$ cat src/rtl/debounce_pkg.sv
// Shared types and parameter legality checks for the debounce scheduler.
package debounce_pkg;

    typedef enum logic {
        IDLE = 1'b0,
        SCAN = 1'b1
    } state_t;

    function automatic bit n_ok(input int n);
        return (n >= 2) && (n <= 16);
    endfunction

    function automatic bit hist_ok(input int hist);
        return (hist >= 2) && (hist <= 16);
    endfunction

    function automatic bit div_ok(input int n, input int div);
        return div >= (n + 2);
    endfunction

    function automatic bit params_ok(input int n, input int hist, input int div);
        return n_ok(n) && hist_ok(hist) && div_ok(n, div);
    endfunction

endpackage

$ cat src/rtl/sample_tick_gen.sv
// Sample-period prescaler: free-running 0..DIV-1 counter with a one-cycle tick on the last count.
module sample_tick_gen #(
    parameter int DIV = 32768
) (
    input  logic clk,
    input  logic reset,
    output logic tick
);

    localparam int DW = (DIV > 1) ? $clog2(DIV) : 1;

    logic [DW-1:0] div_cnt_q;
    logic [DW-1:0] div_cnt_d;

    assign tick = (div_cnt_q == DW'(DIV - 1));

    always_comb begin
        div_cnt_d = tick ? '0 : div_cnt_q + 1'b1;
    end

    always_ff @(posedge clk) begin
        if (reset) begin
            div_cnt_q <= '0;
        end else begin
            div_cnt_q <= div_cnt_d;
        end
    end

endmodule

$ cat src/rtl/debounce_scheduler.sv
// N-channel switch debouncer: one shared shift-history engine scans all channels once per
// sample period and posts level changes through a valid/ready event port.
module debounce_scheduler
    import debounce_pkg::*;
#(
    parameter int N    = 8,
    parameter int HIST = 10,
    parameter int DIV  = 32768,
    localparam int CW  = $clog2(N)
) (
    input  logic          clk,
    input  logic          reset,
    input  logic [N-1:0]  insig,
    output logic [N-1:0]  stable,
    output logic          ev_valid,
    input  logic          ev_ready,
    output logic [CW-1:0] ev_chan,
    output logic          ev_level,
    output logic          lost_event,
    output logic          busy
);

    if (!params_ok(N, HIST, DIV)) begin : g_illegal_params
        $error("debounce_scheduler: illegal N/HIST/DIV combination");
    end

    logic             tick;
    logic [N-1:0]     sync1_q, sync2_q;
    state_t           state_q, state_d;
    logic [CW-1:0]    idx_q, idx_d;
    logic [N*HIST-1:0] hist_q, hist_d;
    logic [N-1:0]     stable_q, stable_d;
    logic [N-1:0]     pending_q, pending_d;
    logic [HIST-1:0]  cur_hist, new_hist;
    logic             consume;

    sample_tick_gen #(.DIV(DIV)) u_tick (
        .clk   (clk),
        .reset (reset),
        .tick  (tick)
    );

    assign stable   = stable_q;
    assign busy     = (state_q == SCAN);
    assign ev_valid = |pending_q;
    assign ev_level = stable_q[ev_chan];
    assign consume  = ev_valid && ev_ready;

    // Downward scan so the lowest set pending bit is the last (winning) assignment.
    always_comb begin
        ev_chan = '0;
        for (int unsigned i = N; i > 0; i--) begin
            if (pending_q[i-1]) ev_chan = CW'(i - 1);
        end
    end

    always_comb begin
        state_d    = state_q;
        idx_d      = idx_q;
        hist_d     = hist_q;
        stable_d   = stable_q;
        pending_d  = pending_q;
        lost_event = 1'b0;
        cur_hist   = hist_q[idx_q*HIST +: HIST];
        new_hist   = {cur_hist[HIST-2:0], sync2_q[idx_q]};

        if (consume) pending_d[ev_chan] = 1'b0;

        unique case (state_q)
            IDLE: begin
                if (tick) begin
                    state_d = SCAN;
                    idx_d   = '0;
                end
            end
            SCAN: begin
                hist_d[idx_q*HIST +: HIST] = new_hist;
                // A set on the channel being consumed overrides the clear above.
                if ((&new_hist && !stable_q[idx_q]) || (~|new_hist && stable_q[idx_q])) begin
                    stable_d[idx_q]  = ~stable_q[idx_q];
                    pending_d[idx_q] = 1'b1;
                    if (pending_q[idx_q] && !(consume && (ev_chan == idx_q))) lost_event = 1'b1;
                end
                if (idx_q == CW'(N - 1)) begin
                    state_d = IDLE;
                end else begin
                    idx_d = idx_q + 1'b1;
                end
            end
            default: state_d = IDLE;
        endcase
    end

    always_ff @(posedge clk) begin
        if (reset) begin
            sync1_q   <= '1;
            sync2_q   <= '1;
            state_q   <= IDLE;
            idx_q     <= '0;
            hist_q    <= '1;
            stable_q  <= '1;
            pending_q <= '0;
        end else begin
            sync1_q   <= insig;
            sync2_q   <= sync1_q;
            state_q   <= state_d;
            idx_q     <= idx_d;
            hist_q    <= hist_d;
            stable_q  <= stable_d;
            pending_q <= pending_d;
        end
    end

endmodule
$ cat config.mk
export PLATFORM = sky130hd
export DESIGN_NAME = debounce_scheduler
export DESIGN_NICKNAME = d
export VERILOG_FILES = /design/src/rtl/debounce_pkg.sv /design/src/rtl/sample_tick_gen.sv /design/src/rtl/debounce_scheduler.sv
export SDC_FILE = /design/constraint.sdc
export NUM_CORES = 1
export LEC_CHECK = 0
export CORE_MARGIN = 2
export CORE_UTILIZATION = 55
export DETAILED_ROUTE_END_ITERATION = 16
export PLACE_DENSITY = 0.75
export SETUP_SLACK_MARGIN = 0.5
export SYNTH_ARGS = -nofsm -noshare
export SYNTH_HDL_FRONTEND = slang
export SYNTH_HIERARCHICAL = 1
export SYNTH_SLANG_ARGS = --single-unit
$ cat constraint.sdc
create_clock -name clk -period 6.86 [get_ports clk]
set_clock_uncertainty 0.1 [all_clocks]
set_input_delay 0.686 -clock clk [delete_from_list [all_inputs] [get_ports clk]]
set_output_delay 0.686 -clock clk [all_outputs]
set_load 0.02 [all_outputs]
==> key figures, run 1 <==
Run status
  • Status: finished, final reports clean

Clock network
  • CTS tree: yes
  • Num CTS Buffers: 17
  • Clock buffer depth: 2
  • CTS Hold Bufs: 0
  • Postcts setup bufs: 0
  • Resize count post-CTS: 0
  • Clk Tree Root Cell: clkbuf_16
  • CTS H-tree depth: 4
  • Worst-skew pair later-pin latency: 0.44 ns
  • Clock slew at reported path FFs: 0.06 ns
  • Clock Sinks: 123

Synthesis
  • Netlist Area Pre-Place: 6910 µm²
  • Syn_nets: 860
  • Synth top area cells: dfxtp_1 (36%), mux2i_1 (7.7%), nor2_1 (6.0%)
  • Register area share after synthesis: 0.356
  • Area leader, netlist: dfxtp_1
  • Synth warn: 6
  • Syn Inst Count: 840
  • Async SR Flop Fraction: 0
  • Commonest cells post-synth: dfxtp_1 (123), nor2_1 (111), nand2_1 (75)
  • Post-synth EDFFs: 0
  • Ys flop type: dfxtp_1
  • Syn_area_per_cell: 8.23 µm²
  • Seq cells post-synth: 123
  • Synth cell types: 75
  • Most numerous cell in the Yosys netlist: dfxtp_1
  • Synth top area share: 0.356

Cells and area
  • Layout cells sized above 1: 0.113
  • Final Util: 0.646
  • Fillers: 1045
  • Ant. Diodes: 0
  • Final instance area: 7850 µm²
  • Post-route insts no fill: 1028
  • Area Overhead vs Synth: 13.7%
  • Number of nets in the layout: 867

GRT
  • Vias in the first global route: 6379
  • Initial antenna violation count: 0
  • Grt ovf: 0
  • Largest net degree at the start of global routing: 99
  • Total GRT Usage: 0.368
  • First-pass GRT wire length: 36900 µm

Worst setup path
  • Worst R2R Setup Slack: 2.13 ns
  • CP endpoint kind: output port
  • Crit path largest cell delay: 0.66 ns
  • CP required: 6.07 ns
  • Reg-to-reg startpoint: idx_q[1]
  • Worst path cell trace: buf_4 > mux4_2 > mux2_2 > nor3_1 > nand2_1 > nor3_1 > o21ai_0 > a211oi_1 > clkdlybuf4s50_1
  • Most used cell, CP: nor3_1
  • Critical Path Slowest Stage Cell: dfxtp_2
  • Register-to-Register Path Depth: 9
  • Max FO, Critical Path: 40
  • Critical path class: flip-flop to output port
  • CP arrival: 4.23 ns
  • Crit start category: flip-flop
  • R2R Path End: hist_q[48]

Power and ir drop
  • Max VDD drop: 0.200 mV
  • Pleak: 0.00290 µW
  • Pwr Density: 215 nW/µm²
  • Overall Power: 1680 µW

Min path
  • Min-delay src: sync1_q[2]
  • Hold path endpoint: sync2_q[2]
  • Hold path cells: 1
  • HP Class: flip-flop to flip-flop

Drt
  • DRC viols: 0
  • ANT nets after route: 0
  • Total number of vias: 7074
  • Pre-antenna DRT Iters: 6
  • Vias per inst: 6.88
  • DRT iter0 DRCs: 1160
  • Routed len/inst: 23.6 µm
  • Total Routed Length: 24300 µm

STA
  • TNS Setup: 0 ns
  • Max Slew Vio Count: 0
  • Period minus WS final: 5.02 ns
  • Slew @ Worst Pin: 1.06 ns
  • Final period util: 0.731
  • Worst rel slew slack: 0.295
  • Final setup viols: 0
  • Unrepaired setup endpoints after global routing: false
  • Max Clock Freq: 199 MHz
  • Final Hold Viols: 0

Place
  • Global placer's final weighted congestion: 1.06
  • Hpwl dp: 17300 µm
  • Post-Place Cells: 996
  • Cell Area, Placed: 7260 µm²
  • Port Buffers: 25

Floorplan
  • DIE WIDTH: 116 µm
  • Core Area: 12200 µm²
  • Die ar.: 13500 µm²
  • IO Pins: 26
  • Starting Density: 0.568
  • Core Rows: 40
  • Die H: 116 µm

Job
  • Max Cap Violations: 0
[metal layers]
metal / vias to the layer above / part of all wire / global-route usage
met2: 532 / 0.44 / 0.548
li1: 3122 / - / -
met5: - / 0 / 0
met3: 96 / 0.12 / 0.0894
met4: 0 / 0.046 / 0.157
met1: 3324 / 0.40 / 0.511
[power breakdown]
part           switching [µW]  internal (µW)  leakage [µW]
sequential               2.42            720       0.00100
clock                     406            520      0.000289
combinational            23.5           13.1       0.00161
total                     432           1250       0.00290
[sequential cells by signal, indices dropped and copies added, names as in the netlist]
name	cells
idx_q	3
sync1_q	8
hist_q	72
pending_q	8
sync2_q	8
busy	1
u_tick/div_cnt_q	15
stable	8
[worst max-delay path by stage]
stage	endpoint	from	cells past startpoint	slack, ns
after floorplan	hist_q[8]	idx_q[2]	16	2.52
after global placement	hist_q[8]	idx_q[2]	11	2.38
after detailed placement	hist_q[21]	idx_q[2]	11	2.29
after CTS	lost_event	idx_q[0]	9	1.97
after global routing	lost_event	idx_q[0]	9	1.65
final	lost_event	idx_q[0]	9	1.84
[logic make-up after synthesis]
logic type / Yosys count / share of synthesized area
AOI/OAI and AO/OA: 218 / 0.211
xor gates and xnor gates: 18 / 0.0228
adders and majority gates: 9 / 0.0163
buffers and inverters: 69 / 0.0411
DFF: 123 / 0.356
muxes: 71 / 0.121
and+or+nand+nor: 332 / 0.231
[per-stage QoR]
step                      hold slack, ns  worst slack (ns)
final                              0.309              1.84
after global routing               0.325              1.65
after global placement             0.291              2.38
after CTS                          0.313              1.97
after floorplan                    0.289              2.52
after detailed placement           0.298              2.29
[cell type report]
class | count | area, µm² | area share
multi-input cells | 648 | 4160 | 0.530
flip-flops and latches | 123 | 2460 | 0.314
clock buffers | 17 | 425 | 0.0542
repair buffers | 39 | 350 | 0.0446
well taps | 168 | 210 | 0.0268
clock inverters | 15 | 173 | 0.0220
inverters | 18 | 67.6 | 0.00860
[layout by cell type (no fill, tap or decap), types with 7 or more instances in the layout]
master,synthesis,final
xnor2_1,9,9
nor4_1,10,10
o22ai_1,12,12
nor3_1,44,44
dfxtp_1,123,121
ha_1,9,9
a21oi_1,46,46
mux2i_1,53,53
a22oi_1,12,12
a221oi_1,7,7
a211oi_1,20,20
and2_1,9,9
mux4_2,9,9
nand2_1,75,75
clkdlybuf4s50_1,0,24
o21ai_0,46,46
nand3_1,18,18
clkbuf_16,0,17
a22o_1,9,9
inv_1,15,15
or2_2,18,18
or3_1,7,7
mux2_2,9,9
nand4_1,8,8
buf_4,1,14
nor2_1,111,111
xor2_1,9,9
a31oi_1,9,9
[worst max-delay path, delay by kind of cell, from the launching register on]
| kind | cells | cell delay (ns) |
|---|---|---|
| flops | 1 | 0.66 |
| buf+inv | 2 | 1.17 |
| compound gates | 2 | 0.43 |
| mux | 2 | 0.92 |
| simple gates | 3 | 0.58 |
(Power assumes the default switching activity.)
==> run 2: changes to the inputs <==
--- a/config.mk
+++ b/config.mk
@@ -8,7 +8,7 @@
 export CORE_MARGIN = 2
 export CORE_UTILIZATION = 55
 export DETAILED_ROUTE_END_ITERATION = 16
-export PLACE_DENSITY = 0.75
+export PLACE_DENSITY = 0.78
 export SETUP_SLACK_MARGIN = 0.5
 export SYNTH_ARGS = -nofsm -noshare
 export SYNTH_HDL_FRONTEND = slang
==> constraint.sdc (replaced) <==
create_clock -name clk -period 4.3 [get_ports clk]
set_clock_uncertainty 0.1 [all_clocks]
set_input_delay 0.43 -clock clk [delete_from_list [all_inputs] [get_ports clk]]
set_output_delay 0.43 -clock clk [all_outputs]
set_load 0.02 [all_outputs]
==> key figures, run 2 (synthesized netlist as in run 1, its figures left out) <==
STA
  • Slew @ Worst Pin: 0.922 ns
  • Worst rel slew slack: 0.382
  • Final Hold Viols: 0
  • Worst setup margin: 0.576 ns
  • Max Clock Freq: 269 MHz
  • Period minus WS final: 3.72 ns
  • Final period util: 0.866
  • Final setup viols: 0
  • Max Slew Vio Count: 0
  • Unrepaired setup endpoints after global routing: false
  • TNS Setup: 0 ns

Min path
  • Hold path cells: 1
  • HP Class: flip-flop to flip-flop
  • Hold path endpoint: sync2_q[5]
  • Min-delay src: sync1_q[5]

Cells and area
  • Layout cells sized above 1: 0.162
  • Commonest non-fill, non-tap cell in the layout: dfxtp_1
  • Number of nets in the layout: 906
  • Largest Register: hist_q
  • Commonest non-fill, non-tap cells in the layout: dfxtp_1 (120), nor2_1 (111), nand2_1 (75)
  • Largest regs: hist_q x72, u_tick/div_cnt_q x15
  • Seq. cell area: 2470 µm²
  • Max reg flops: 72
  • Multi-input gate area: 4210 µm²
  • Ant. Diodes: 0
  • Final Util: 0.671
  • Area Overhead vs Synth: 18.1%
  • Fillers: 1009

Clock network
  • Num CTS Buffers: 17
  • Clk Tree Root Cell: clkbuf_16
  • CTS Hold Bufs: 0
  • CTS H-tree depth: 4
  • CTS tree: yes
  • Worst-skew pair later-pin latency: 0.43 ns
  • Clock Sinks: 123
  • Clock slew at reported path FFs: 0.07 ns
  • Clock buffer depth: 2

Job
  • Max Cap Violations: 0

Drt
  • Routed len/inst: 23.3 µm
  • Vias per inst: 6.75
  • ANT nets after route: 0
  • Total Routed Length: 24900 µm
  • DRT iter0 DRCs: 1123
  • Total number of vias: 7201
  • DRC viols: 0
  • Pre-antenna DRT Iters: 8

Run status
  • Status: finished, final reports clean

Place
  • Post-Place Setup Slack: 0.387 ns
  • Global placer's final weighted congestion: 1.09
  • Port Buffers: 25
  • Hpwl dp: 18200 µm

Worst setup path
  • CP arrival: 3.92 ns
  • R2R Path End: hist_q[8]
  • Critical path class: flip-flop to flip-flop
  • Crit start category: flip-flop
  • Worst R2R Setup Slack: 0.58 ns
  • Reg-to-reg startpoint: idx_q[0]
  • Register-to-Register Path Depth: 11
  • CP endpoint kind: flip-flop
  • Max FO, Critical Path: 12
  • CP required: 4.50 ns

Floorplan
  • Core Rows: 40
  • DIE WIDTH: 116 µm
  • Die ar.: 13500 µm²
  • Starting Density: 0.568
  • Die H: 116 µm
  • IO Pins: 26
  • Core Area: 12200 µm²

Power and ir drop
  • Pwr Density: 314 nW/µm²
  • Max VDD drop: 0.410 mV
  • Pleak: 0.00308 µW
  • Overall Power: 2560 µW

GRT
  • Initial antenna violation count: 1
  • Vias in the first global route: 6530
  • Largest net degree at the start of global routing: 74
  • First-pass GRT wire length: 37500 µm
  • Total GRT Usage: 0.374
  • Grt ovf: 0
[run 2: timing repair]
item                                   in CTS  in global routing
buffers inserted                            0                 15
endpoints found under the hold margin       0                  0
setup endpoints to repair                  10                 31
gates resized for setup                     5                  8
pin swaps                                   0                  3
[run 2: area by class of cell]
| cell class | instances | area share |
|---|---|---|
| Clock buffer | 17 | 0.0521 |
| Clock inverter | 15 | 0.0155 |
| Inverter | 18 | 0.00843 |
| Multi-Input combinational cell | 648 | 0.516 |
| Sequential cell | 123 | 0.303 |
| Tap cell | 168 | 0.0258 |
| Timing Repair Buffer | 78 | 0.0787 |
[run 2: critical path, cell delays in order (launching register included)]
cell and delay [ns]:
dfxtp_4 0.40, ha_4 0.18, ha_4 0.26, or4_4 0.48, nor2_1 0.13, ha_1 0.29, or4_4 0.56, or4_4 0.54
nand2b_4 0.17, a22o_1 0.22, a2111oi_2 0.21, a21oi_1 0.07
[run 2: per-stage QoR]
stage	hold WS (ns)	instance area, µm²	std cells
final	0.312	8160	1067
after global routing	0.328	8160	1067
after CTS	0.314	8030	1052
after detailed placement	0.295	7470	1020
after global placement	0.293	7470	1020
after floorplan	0.289	6970	840
[run 2: layer usage]
| metal | GRT usage | vias to the layer above | wire [µm] |
|---|---|---|---|
| li1 | - | 3218 | - |
| met1 | 0.511 | 3328 | 10000 |
| met2 | 0.528 | 520 | 10200 |
| met3 | 0.113 | 135 | 3040 |
| met4 | 0.205 | 0 | 1650 |
| met5 | 0 | - | 0 |
[run 2: worst max-delay path by stage]
| stage | slack, ns | endpoint | cells past startpoint | startpoint |
|---|---|---|---|---|
| after global routing | 0.50 | hist_q[8] | 11 | idx_q[0] |
| final | 0.58 | hist_q[8] | 11 | idx_q[0] |
| after global placement | 0.46 | hist_q[45] | 11 | idx_q[1] |
| after CTS | 0.56 | hist_q[8] | 11 | idx_q[2] |
| after detailed placement | 0.39 | hist_q[12] | 11 | idx_q[1] |
| after floorplan | 0.50 | hist_q[8] | 15 | idx_q[2] |
[run 2: power breakdown]
group	total (µW)	internal [µW]	switching, µW
clock	1350	756	595
sequential	1150	1150	3.71
combinational	60.7	22.1	38.6
